## src/rtl/uart_rx_fifo.sv

```systemverilog
// UART 8N1 receiver with a first-word-fall-through byte FIFO and valid/ready drain.
// Define UART_RX_PARITY_EN for 8E1 frames with a parity check and parity_err pulse.
module uart_rx_fifo #(
  parameter int no_clk_per_bit = 104,
  parameter int FIFO_DEPTH     = 4,
  parameter int ADDR_W         = 2
) (
  input  logic              i_clk,
  input  logic              i_rst_n,
  input  logic              serial_in,
  output logic [7:0]        data_out,
  output logic              data_valid,
  input  logic              data_ready,
  output logic [ADDR_W:0]   fifo_count,
  output logic              framing_err,
  output logic              overrun,
  output logic              parity_err
);

  localparam int CW = $clog2(no_clk_per_bit);
  localparam logic [CW-1:0] CNT_LAST = CW'(no_clk_per_bit - 1);
  localparam logic [CW-1:0] CNT_MID  = CW'((no_clk_per_bit - 1) / 2);
  localparam logic [ADDR_W:0] FULL_CNT = (ADDR_W + 1)'(FIFO_DEPTH);

  typedef enum logic [2:0] {IDLE, START, DATA, PARITY, STOP} state_t;

  state_t          state, state_n;
  logic [1:0]      sync;
  logic            rx_s;
  logic [CW-1:0]   clk_cnt, clk_cnt_n;
  logic [2:0]      bit_idx, bit_idx_n;
  logic [7:0]      shift, shift_n;
  logic            push_req, fe_set;
`ifdef UART_RX_PARITY_EN
  logic            par_bad, par_bad_n, pe_set;
`endif

  logic [7:0]        mem [FIFO_DEPTH];
  logic [ADDR_W-1:0] wr_ptr, rd_ptr;
  logic              full, pop, push_ok, ovf;

  always_ff @(posedge i_clk or negedge i_rst_n) begin
    if (!i_rst_n) sync <= '1;
    else          sync <= {sync[0], serial_in};
  end

  assign rx_s = sync[1];

  always_ff @(posedge i_clk or negedge i_rst_n) begin
    if (!i_rst_n) begin
      state   <= IDLE;
      clk_cnt <= '0;
      bit_idx <= '0;
      shift   <= '0;
`ifdef UART_RX_PARITY_EN
      par_bad <= 1'b0;
`endif
    end else begin
      state   <= state_n;
      clk_cnt <= clk_cnt_n;
      bit_idx <= bit_idx_n;
      shift   <= shift_n;
`ifdef UART_RX_PARITY_EN
      par_bad <= par_bad_n;
`endif
    end
  end

  always_comb begin
    state_n   = state;
    clk_cnt_n = clk_cnt;
    bit_idx_n = bit_idx;
    shift_n   = shift;
    push_req  = 1'b0;
    fe_set    = 1'b0;
`ifdef UART_RX_PARITY_EN
    par_bad_n = par_bad;
    pe_set    = 1'b0;
`endif
    case (state)
      IDLE: begin
        clk_cnt_n = '0;
        if (!rx_s) state_n = START;
      end
      START: begin
        if (clk_cnt == CNT_MID) begin
          clk_cnt_n = '0;
          if (!rx_s) begin
            state_n   = DATA;
            bit_idx_n = '0;
          end else begin
            state_n = IDLE;
          end
        end else begin
          clk_cnt_n = clk_cnt + 1'b1;
        end
      end
      DATA: begin
        if (clk_cnt == CNT_LAST) begin
          clk_cnt_n        = '0;
          shift_n[bit_idx] = rx_s;
          if (bit_idx == 3'd7) begin
`ifdef UART_RX_PARITY_EN
            state_n = PARITY;
`else
            state_n = STOP;
`endif
          end else begin
            bit_idx_n = bit_idx + 1'b1;
          end
        end else begin
          clk_cnt_n = clk_cnt + 1'b1;
        end
      end
`ifdef UART_RX_PARITY_EN
      PARITY: begin
        if (clk_cnt == CNT_LAST) begin
          clk_cnt_n = '0;
          par_bad_n = rx_s ^ (^shift);
          state_n   = STOP;
        end else begin
          clk_cnt_n = clk_cnt + 1'b1;
        end
      end
`endif
      STOP: begin
        // Leaving at mid-stop-bit lets a back-to-back start edge be caught at once.
        if (clk_cnt == CNT_LAST) begin
          clk_cnt_n = '0;
          state_n   = IDLE;
          fe_set    = !rx_s;
`ifdef UART_RX_PARITY_EN
          pe_set    = par_bad;
          push_req  = rx_s && !par_bad;
`else
          push_req  = rx_s;
`endif
        end else begin
          clk_cnt_n = clk_cnt + 1'b1;
        end
      end
      default: state_n = IDLE;
    endcase
  end

  assign full       = (fifo_count == FULL_CNT);
  assign data_valid = (fifo_count != '0);
  assign pop        = data_valid && data_ready;
  // A pop in the same cycle frees the slot, so a full FIFO still accepts the byte.
  assign push_ok    = push_req && (!full || pop);
  assign ovf        = push_req && full && !pop;
  assign data_out   = mem[rd_ptr];

  always_ff @(posedge i_clk or negedge i_rst_n) begin
    if (!i_rst_n) begin
      mem        <= '{default: '0};
      wr_ptr     <= '0;
      rd_ptr     <= '0;
      fifo_count <= '0;
    end else begin
      if (push_ok) begin
        mem[wr_ptr] <= shift;
        wr_ptr      <= wr_ptr + 1'b1;
      end
      if (pop) rd_ptr <= rd_ptr + 1'b1;
      case ({push_ok, pop})
        2'b10:   fifo_count <= fifo_count + 1'b1;
        2'b01:   fifo_count <= fifo_count - 1'b1;
        default: fifo_count <= fifo_count;
      endcase
    end
  end

  always_ff @(posedge i_clk or negedge i_rst_n) begin
    if (!i_rst_n) begin
      framing_err <= 1'b0;
      overrun     <= 1'b0;
    end else begin
      framing_err <= fe_set;
      overrun     <= ovf;
    end
  end

`ifdef UART_RX_PARITY_EN
  always_ff @(posedge i_clk or negedge i_rst_n) begin
    if (!i_rst_n) parity_err <= 1'b0;
    else          parity_err <= pe_set;
  end
`else
  assign parity_err = 1'b0;
`endif

endmodule

```

## config.mk

```make
export PLATFORM = sky130hd
export DESIGN_NAME = uart_rx_fifo
export DESIGN_NICKNAME = d
export VERILOG_FILES = /design/src/rtl/uart_rx_fifo.sv
export SDC_FILE = /design/constraint.sdc
export NUM_CORES = 1
export LEC_CHECK = 0
export CAP_MARGIN = 20
export CELL_PAD_IN_SITES_DETAIL_PLACEMENT = 1
export CELL_PAD_IN_SITES_GLOBAL_PLACEMENT = 1
export CORE_AREA = 10 10 92 94
export CTS_CLUSTER_SIZE = 30
export DETAILED_ROUTE_END_ITERATION = 8
export DIE_AREA = 0 0 102 104
export PLACE_DENSITY = 0.76
export REMOVE_ABC_BUFFERS = 1
export SLEW_MARGIN = 40
export SYNTH_ARGS = -nofsm -noshare
export SYNTH_HDL_FRONTEND = slang
export SYNTH_SLANG_ARGS = --single-unit
```

## constraint.sdc

```tcl
create_clock -name i_clk -period 6.2 [get_ports i_clk]
set_clock_uncertainty 0.1 [all_clocks]
set_input_delay 0.93 -clock i_clk [delete_from_list [all_inputs] [get_ports i_clk]]
set_output_delay 0.93 -clock i_clk [all_outputs]
set_load 0.01 [all_outputs]
```

==> PnR_summary.wiki, run 1 <==
{| class="wikitable"
! Metric !! Value
|-
| Run status || finished clean
|-
| Buffers inserted during post-CTS setup optimization || 0
|-
| Antenna diodes || 0
|-
| Maximum VDD drop || approximately 0.13 mV
|-
| Core area || around 6700 um2
|-
| Flip-flop cell with the highest count after synthesis || sky130_fd_sc_hd__dfrtp_1
|-
| Count of TritonRoute iterations in the first routing pass || 4
|-
| Std-Cell Rows || 30
|-
| Remaining global-route overflow || 0
|-
| Synth Area in XOR/XNOR || 0.0163
|-
| Biggest fanout along the worst timing path || 10
|-
| Top-level I/O count || 19
|-
| Hold buffers post-CTS || 0
|-
| Worst slack at placement || between 2 and 3 ns
|-
| Worst reg-to-reg path cell count || 11
|-
| Clk slew on worst S/H paths || approximately 0.080 ns
|-
| Drt total wl || 6380 um
|-
| Clock Tree Root || sky130_fd_sc_hd__clkbuf_8
|-
| Count of antenna-violating nets left after detailed routing || 0
|-
| Synthesis Warnings || 0
|-
| Height of the die || between 100 and 150 um
|-
| FF+latch area || 1600 um2
|-
| Post-synthesis cell area || 3230 um2
|-
| Slack of the worst reg-to-reg path || 3.54 ns
|-
| Synthesized-area fraction occupied by and/or/nand/nor cells || 0.118
|-
| Clock tree from TritonCTS || built
|-
| R2r endpoint || fifo_count[2]
|-
| Avg WL per Cell || around 19 um
|-
| Antenna violations before repair || 0
|-
| Final Max Tran Viols || 0
|-
| Post-synthesis to final-layout area growth || 13.9%
|-
| Via density per instance || 5.66
|-
| Kind of start point of the critical path || flop
|-
| H-tree levels || 3
|-
| Synth cell types || 50
|-
| Count of flip-flops with a built-in enable after synthesis || 0
|-
| Final GP Congestion || around 0.76
|-
| Number of failing setup endpoints in the final timing report || 0
|-
| Number of buffers between clock root and the deepest sink || 2
|-
| Number of cells upsized or downsized after cts || 0
|-
| Number of cells produced by synthesis || approximately 240
|-
| Worst setup EP type || output pin
|-
| Clock Sinks || 64
|-
| Synth async-reset ratio || 1.00
|-
| Worst setup path category || reg2out
|-
| CP Data Arrival Time || 2.18 ns
|-
| Starting DRC count in detailed routing || 55
|-
| Synth Area in Adders || 0.0402
|-
| DP HPWL || roughly 4400 um
|-
| Global router's overall resource usage || 0.133
|-
| Start point of the critical path || rd_ptr[0]
|-
| Worst min-delay path category || reg2reg
|-
| Synthesized area divided by synthesized cell count || ~14 um2
|-
| Sum Neg Setup Slack || 0 ns
|-
| Global-route wire length before repair || about 11000 um
|-
| Share of the cycle needed by the critical path after routing || 0.518
|-
| Combinational family with the most area after synthesis || multiplexers
|-
| DRC Markers || 0
|-
| Critical register-to-register path startpoint || clk_cnt[0]
|-
| PwrDens || roughly 290 nW/um2
|-
| Post-synthesis mux area share || 0.235
|-
| Slew at the pin closest to its max-slew limit || around 0.65 ns
|-
| Number of global-route vias before repair || roughly 2200
|-
| Max-Cap Viols || 0
|-
| Area occupied by multi-input gates || around 1500 um2
|-
| Leakage || roughly 1.7 nW
|-
| Number of filler instances in the final layout || 664
|-
| Clock buffer count from CTS || 9
|-
| Worst slew margin || 0.558
|-
| Unrepaired setup endpoints after global routing || no
|-
| Crit path setup slack, layout || approximately 3 ns
|-
| Endpoint of the worst hold-timing path || sync[1]
|-
| FMAX || 0.312 GHz
|-
| Skew-Pair Late Insertion Delay || ~0.34 ns
|-
| Finished Core Util || 0.551
|-
| Cells on Worst Hold Path || 0
|-
| Share of synthesized area occupied by flip-flops and latches || 0.496
|-
| Total count of hold-check failures in the final report || 0
|-
| Width of the die || slightly above 100 um
|-
| Fraction of final layout cells with drive strength greater than 1 || 0.290
|-
| Data required time of the critical path || roughly 5.2 ns
|-
| Maximum number of pins on one net before global-route repair || between 60 and 70
|-
| Synthesized flop and latch total || 64
|-
| Source of the worst hold timing path || sync[0]
|-
| Starting utilization of the core area || 0.484
|-
| Total die area || 10600 um2
|-
| Nets@finish || between 200 and 300
|-
| Post-layout min period || ~3.2 ns
|-
| Compound-Gate Fraction of Synth Area || 0.0580
|-
| Buffers added on ports || 17
|-
| Count of vias placed by the detailed router || 1936
|}
-- kinds of logic after synthesis --
group / count (synthesis)
buf+inv: 20
xor+xnor: 6
flops: 64
simple gates: 61
mux: 49
other cells: 1
fa+ha+maj: 10
compound gates: 28
-- metal layers --
| metal | part of all wire | up-vias | wire length, um | GRT usage |
|---|---|---|---|---|
| li1 | - | 905 | - | - |
| met1 | 0.46 | 1000 | 2920 | 0.170 |
| met2 | 0.50 | 24 | 3160 | 0.206 |
| met3 | 0.034 | 7 | 219 | 0.0405 |
| met4 | 0.012 | 0 | 75 | 0.0454 |
| met5 | 0 | - | 0 | 0 |
-- sequential cells by signal, summed over array words and instances, names as in the netlist --
signal       cells
mem             32
shift            8
clk_cnt          7
bit_idx          3
fifo_count       3
state            3
rd_ptr           2
sync             2
wr_ptr           2
framing_err      1
overrun          1
-- power breakdown --
| group | switching [mW] | internal [mW] |
|---|---|---|
| Clock | 0.170 | 0.280 |
| Sequential | 0.0469 | 0.436 |
| Combinational | 0.0481 | 0.0691 |
-- synth_stat cells (all sizes together), types with 2 or more instances --
master | number | area share
nor2 | 6 | 0.0070
inv | 9 | 0.010
and3 | 4 | 0.0077
nand2 | 16 | 0.019
clkbuf | 2 | 0.0023
nor3 | 3 | 0.0046
nor4 | 5 | 0.018
or3 | 2 | 0.0039
ha | 8 | 0.031
xnor2 | 3 | 0.0081
o21ai | 10 | 0.015
mux4 | 8 | 0.056
o211ai | 4 | 0.0093
or3b | 2 | 0.0062
and2 | 4 | 0.0077
nand3b | 2 | 0.0046
buf | 9 | 0.022
nor2b | 2 | 0.0039
nand4 | 2 | 0.0039
a22o | 3 | 0.0081
dfrtp | 62 | 0.48
mux2 | 40 | 0.18
dfstp | 2 | 0.016
xor2 | 3 | 0.0081
nor3b | 3 | 0.0070
a21oi | 4 | 0.0062
nand3 | 5 | 0.0077
-- how the worst max path moves through the flow --
stage                         end  slack [ns]  cells past startpoint
finish                data_out[7]        2.99                      2
global route          data_out[7]        2.83                      2
CTS                   data_out[7]        2.88                      2
detailed placement  fifo_count[2]        2.78                     10
global placement    fifo_count[2]        2.85                     10
floorplan           fifo_count[2]        3.35                      9
-- stage by stage --
| stage | cell area, um2 | total power, mW | hold slack [ns] | instances |
|---|---|---|---|---|
| 5_1_grt | 3680 | 1.11 | 0.281 | 342 |
| 3_5_place_dp | 3430 | 0.616 | 0.254 | 326 |
| 4_1_cts | 3680 | 1.07 | 0.273 | 342 |
| 3_3_place_gp | 3430 | 0.605 | 0.246 | 326 |
| 2_1_floorplan | 3150 | 0.549 | 0.245 | 228 |
| 6_report | 3680 | 1.05 | 0.267 | 342 |
-- critical path: stages, from the launching register on --
cell and delay, ns:
sky130_fd_sc_hd__dfrtp_1 0.75, sky130_fd_sc_hd__mux4_2 0.58, sky130_fd_sc_hd__clkdlybuf4s50_1 0.49
-- placed cells by master (no fill, tap or decap), types with 2 or more instances in the layout --
master,n
sky130_fd_sc_hd__ha_1,8
sky130_fd_sc_hd__nand2_1,16
sky130_fd_sc_hd__nor3_1,3
sky130_fd_sc_hd__and2_1,4
sky130_fd_sc_hd__mux2_4,32
sky130_fd_sc_hd__nor2_1,6
sky130_fd_sc_hd__dfstp_2,2
sky130_fd_sc_hd__nor3b_1,3
sky130_fd_sc_hd__and3_1,4
sky130_fd_sc_hd__nor2b_1,2
sky130_fd_sc_hd__dfrtp_1,62
sky130_fd_sc_hd__a21oi_1,4
sky130_fd_sc_hd__nand3_1,5
sky130_fd_sc_hd__nor4_2,2
sky130_fd_sc_hd__inv_1,9
sky130_fd_sc_hd__mux4_2,8
sky130_fd_sc_hd__or3_1,2
sky130_fd_sc_hd__o211ai_1,4
sky130_fd_sc_hd__xor2_1,3
sky130_fd_sc_hd__mux2_2,8
sky130_fd_sc_hd__nor4_1,2
sky130_fd_sc_hd__xnor2_1,3
sky130_fd_sc_hd__a22o_1,3
sky130_fd_sc_hd__bufinv_16,3
sky130_fd_sc_hd__nand3b_1,2
sky130_fd_sc_hd__clkbuf_8,10
sky130_fd_sc_hd__nand4_1,2
sky130_fd_sc_hd__o21ai_0,10
sky130_fd_sc_hd__clkdlybuf4s50_1,16
-- area by class of cell --
type / instances / area share
multi-input cells: 155 / 0.411
repair buffers: 18 / 0.0479
flip-flops and latches: 64 / 0.436
inverters: 9 / 0.00917
well taps: 80 / 0.0272
clock inverters: 6 / 0.0313
clock buffers: 10 / 0.0374
No activity file was read; power rests on OpenSTA's default activity.
==> run 2: changes to the inputs <==
- CORE_AREA: 10 10 92 94 -> 10 10 97 99
- DIE_AREA: 0 0 102 104 -> 0 0 107 109
- PLACE_DENSITY: 0.76 -> 0.72
- clock period: 6.2 -> 2.7 ns (I/O delays scaled with it)
==> PnR_summary.wiki, run 2 (same netlist as run 1, synthesis figures left out) <==
{| class="wikitable"
! Metric !! Value
|-
| Post-layout min period || ~2.4 ns
|-
| CP Cell Sequence || nand4bb_2 -> nor4_4 -> and2_1 -> inv_1 -> ha_1 -> inv_1 -> fa_1 -> xor2_1 -> nor2_1 -> xor2_1
|-
| PwrDens || between 500 and 600 nW/um2
|-
| Crit. path cell count || 10
|-
| Fraction of final layout cells with drive strength greater than 1 || 0.324
|-
| Via density per instance || ~5.3
|-
| Count of antenna-violating nets left after detailed routing || 0
|-
| Non-filler instance count after layout || 377
|-
| Antenna diodes || 0
|-
| Largest register FFs || 32
|-
| Share of the cycle needed by the critical path after routing || 0.900
|-
| Top Family by Delay on Critical Path || simple AND/OR/NAND/NOR gates
|-
| Clock tree from TritonCTS || built
|-
| Portion of total power attributed to sequential cells || 0.503
|-
| Number of buffers between clock root and the deepest sink || 2
|-
| Width of the die || 107 um
|-
| Global-route wire length before repair || around 12000 um
|-
| CP Data Arrival Time || around 2.6 ns
|-
| Top-level I/O count || 19
|-
| Clock Sinks || between 60 and 70
|-
| Count of TritonRoute iterations in the first routing pass || 4
|-
| Worst min-delay path category || in2async
|-
| DP HPWL || roughly 4800 um
|-
| Height of the die || about 110 um
|-
| Total die area || 11700 um2
|-
| Number of global-route vias before repair || 2215
|-
| Slowest stage cell, crit path || sky130_fd_sc_hd__dfrtp_1
|-
| Sw Pwr || between 0.6 and 0.7 mW
|-
| Run status || finished clean
|-
| Number of failing setup endpoints in the final timing report || 0
|-
| Buffers added on ports || 17
|-
| FMAX || between 0.4 and 0.5 GHz
|-
| Starting utilization of the core area || 0.430
|-
| Largest register by flop count || mem
|-
| Detailed route wirelength on metal3 || roughly 170 um
|-
| Finished Core Util || 0.495
|-
| Worst setup path category || reg2reg
|-
| Uppermost routed layer || met4
|-
| Count of vias placed by the detailed router || 1998
|-
| Core area || between 7000 and 8000 um2
|-
| Leakage || 1.69 nW
|-
| Antenna violations before repair || 0
|-
| Combinational cell fraction of total power || 0.158
|-
| Worst-case hold slack || between 0.002 and 0.003 ns
|-
| Post-synthesis to final-layout area growth || 15.1%
|-
| Kind of start point of the critical path || flop
|-
| Total count of hold-check failures in the final report || 0
|-
| Critical register-to-register path startpoint || clk_cnt[4]
|-
| Skew-Pair Late Insertion Delay || 0.33 ns
|-
| Std-Cell Rows || 32
|-
| Maximum VDD drop || roughly 0.23 mV
|-
| H-tree levels || 3
|-
| Hold buffers post-CTS || 0
|-
| Global router's overall resource usage || 0.124
|-
| Slowest cell delay on critical path || about 0.46 ns
|-
| Clk slew on worst S/H paths || ~0.080 ns
|-
| DRC Markers || 0
|-
| Number of cells upsized or downsized after cts || 0
|-
| Unrepaired setup endpoints after global routing || no
|-
| Starting DRC count in detailed routing || 97
|-
| Portion of total power attributed to the clock network || 0.339
|-
| Remaining global-route overflow || 0
|-
| Clock Tree Root || sky130_fd_sc_hd__clkbuf_8
|-
| Internal power || approximately 1.5 mW
|-
| Slack of the worst reg-to-reg path || roughly 0.27 ns
|-
| Slew at the pin closest to its max-slew limit || between 0.7 and 0.8 ns
|-
| Final Max Tran Viols || 0
|-
| Wire length on met2 || 3290 um
|-
| Commonest cells after routing, fill and taps aside || sky130_fd_sc_hd__dfrtp_1, sky130_fd_sc_hd__mux2_4, sky130_fd_sc_hd__nand2_1, sky130_fd_sc_hd__clkdlybuf4s50_1, sky130_fd_sc_hd__buf_4
|-
| Final GP Congestion || 0.786
|-
| Number of filler instances in the final layout || 807
|-
| Buffers inserted during post-CTS setup optimization || 0
|-
| Biggest fanout along the worst timing path || 8
|-
| Avg WL per Cell || ~17 um
|-
| Net switching fraction of the power || 0.286
|-
| Metal-1 WL || just over 3000 um
|-
| Start point of the critical path || clk_cnt[4]
|-
| R2r endpoint || fifo_count[2]
|-
| Maximum number of pins on one net before global-route repair || 30
|-
| Worst setup EP type || flop
|-
| Commonest non-fill, non-tap cell in the layout || sky130_fd_sc_hd__dfrtp_1
|-
| Clock buffer count from CTS || 9
|-
| Worst reg-to-reg path cell count || 10
|-
| Drt total wl || between 6000 and 7000 um
|-
| Largest registers in the final layout || mem: 32 flops, shift: 8 flops, clk_cnt: 7 flops
|-
| Data required time of the critical path || roughly 2.8 ns
|-
| Nets@finish || between 200 and 300
|-
| Number of cells in the design after placement || between 300 and 400
|-
| Worst setup path end || fifo_count[2]
|-
| Worst slew margin || 0.517
|-
| Worst Path Buf+Inv || 2
|-
| Max-Cap Viols || 0
|}
run 2: power by group through the flow:
stage | registers, mW | clock network, mW | logic, mW
finish | 1.06 | 0.716 | 0.335
global route | 1.07 | 0.796 | 0.370
CTS | 1.07 | 0.746 | 0.346
detailed placement | 1.08 | 0 | 0.345
global placement | 1.08 | 0 | 0.328
floorplan | 1.10 | 0 | 0.156
run 2: metal layers:
metal / up-vias / global-route usage
met5: - / 0
met4: 0 / 0.0435
met3: 6 / 0.0242
met2: 20 / 0.210
met1: 1044 / 0.156
li1: 928 / -
run 2: worst min path at each step:
stage,startpoint,endpoint,slack [ns],cells past startpoint
after floorplan,i_rst_n,bit_idx[0],0.009,0
final,i_rst_n,mem[26],0.003,1
after detailed placement,sync[0],sync[1],0.25,0
after global placement,sync[0],sync[1],0.25,0
after global routing,i_rst_n,mem[18],0.04,1
after CTS,i_rst_n,mem[26],0.02,1
run 2: through the flow:
stage                     setup TNS, ns  worst slack (ns)  total power, mW  instance area (um2)
after floorplan                       0             0.287             1.26                 3150
after global placement                0            0.0287             1.41                 3550
after detailed placement        -0.0327           -0.0327             1.43                 3550
after CTS                             0             0.221             2.16                 3720
after global routing                  0             0.103             2.24                 3720
final                                 0             0.270             2.11                 3720
run 2: final cells by class:
class	instances	area [um2]	share of cell area
Inverter	9	33.8	0.00908
Tap cell	102	128	0.0343
Clock inverter	7	47.5	0.0128
Timing Repair Buffer	31	270	0.0726
Sequential cell	64	1600	0.431
Multi-Input combinational cell	155	1520	0.407
Clock buffer	9	124	0.0333
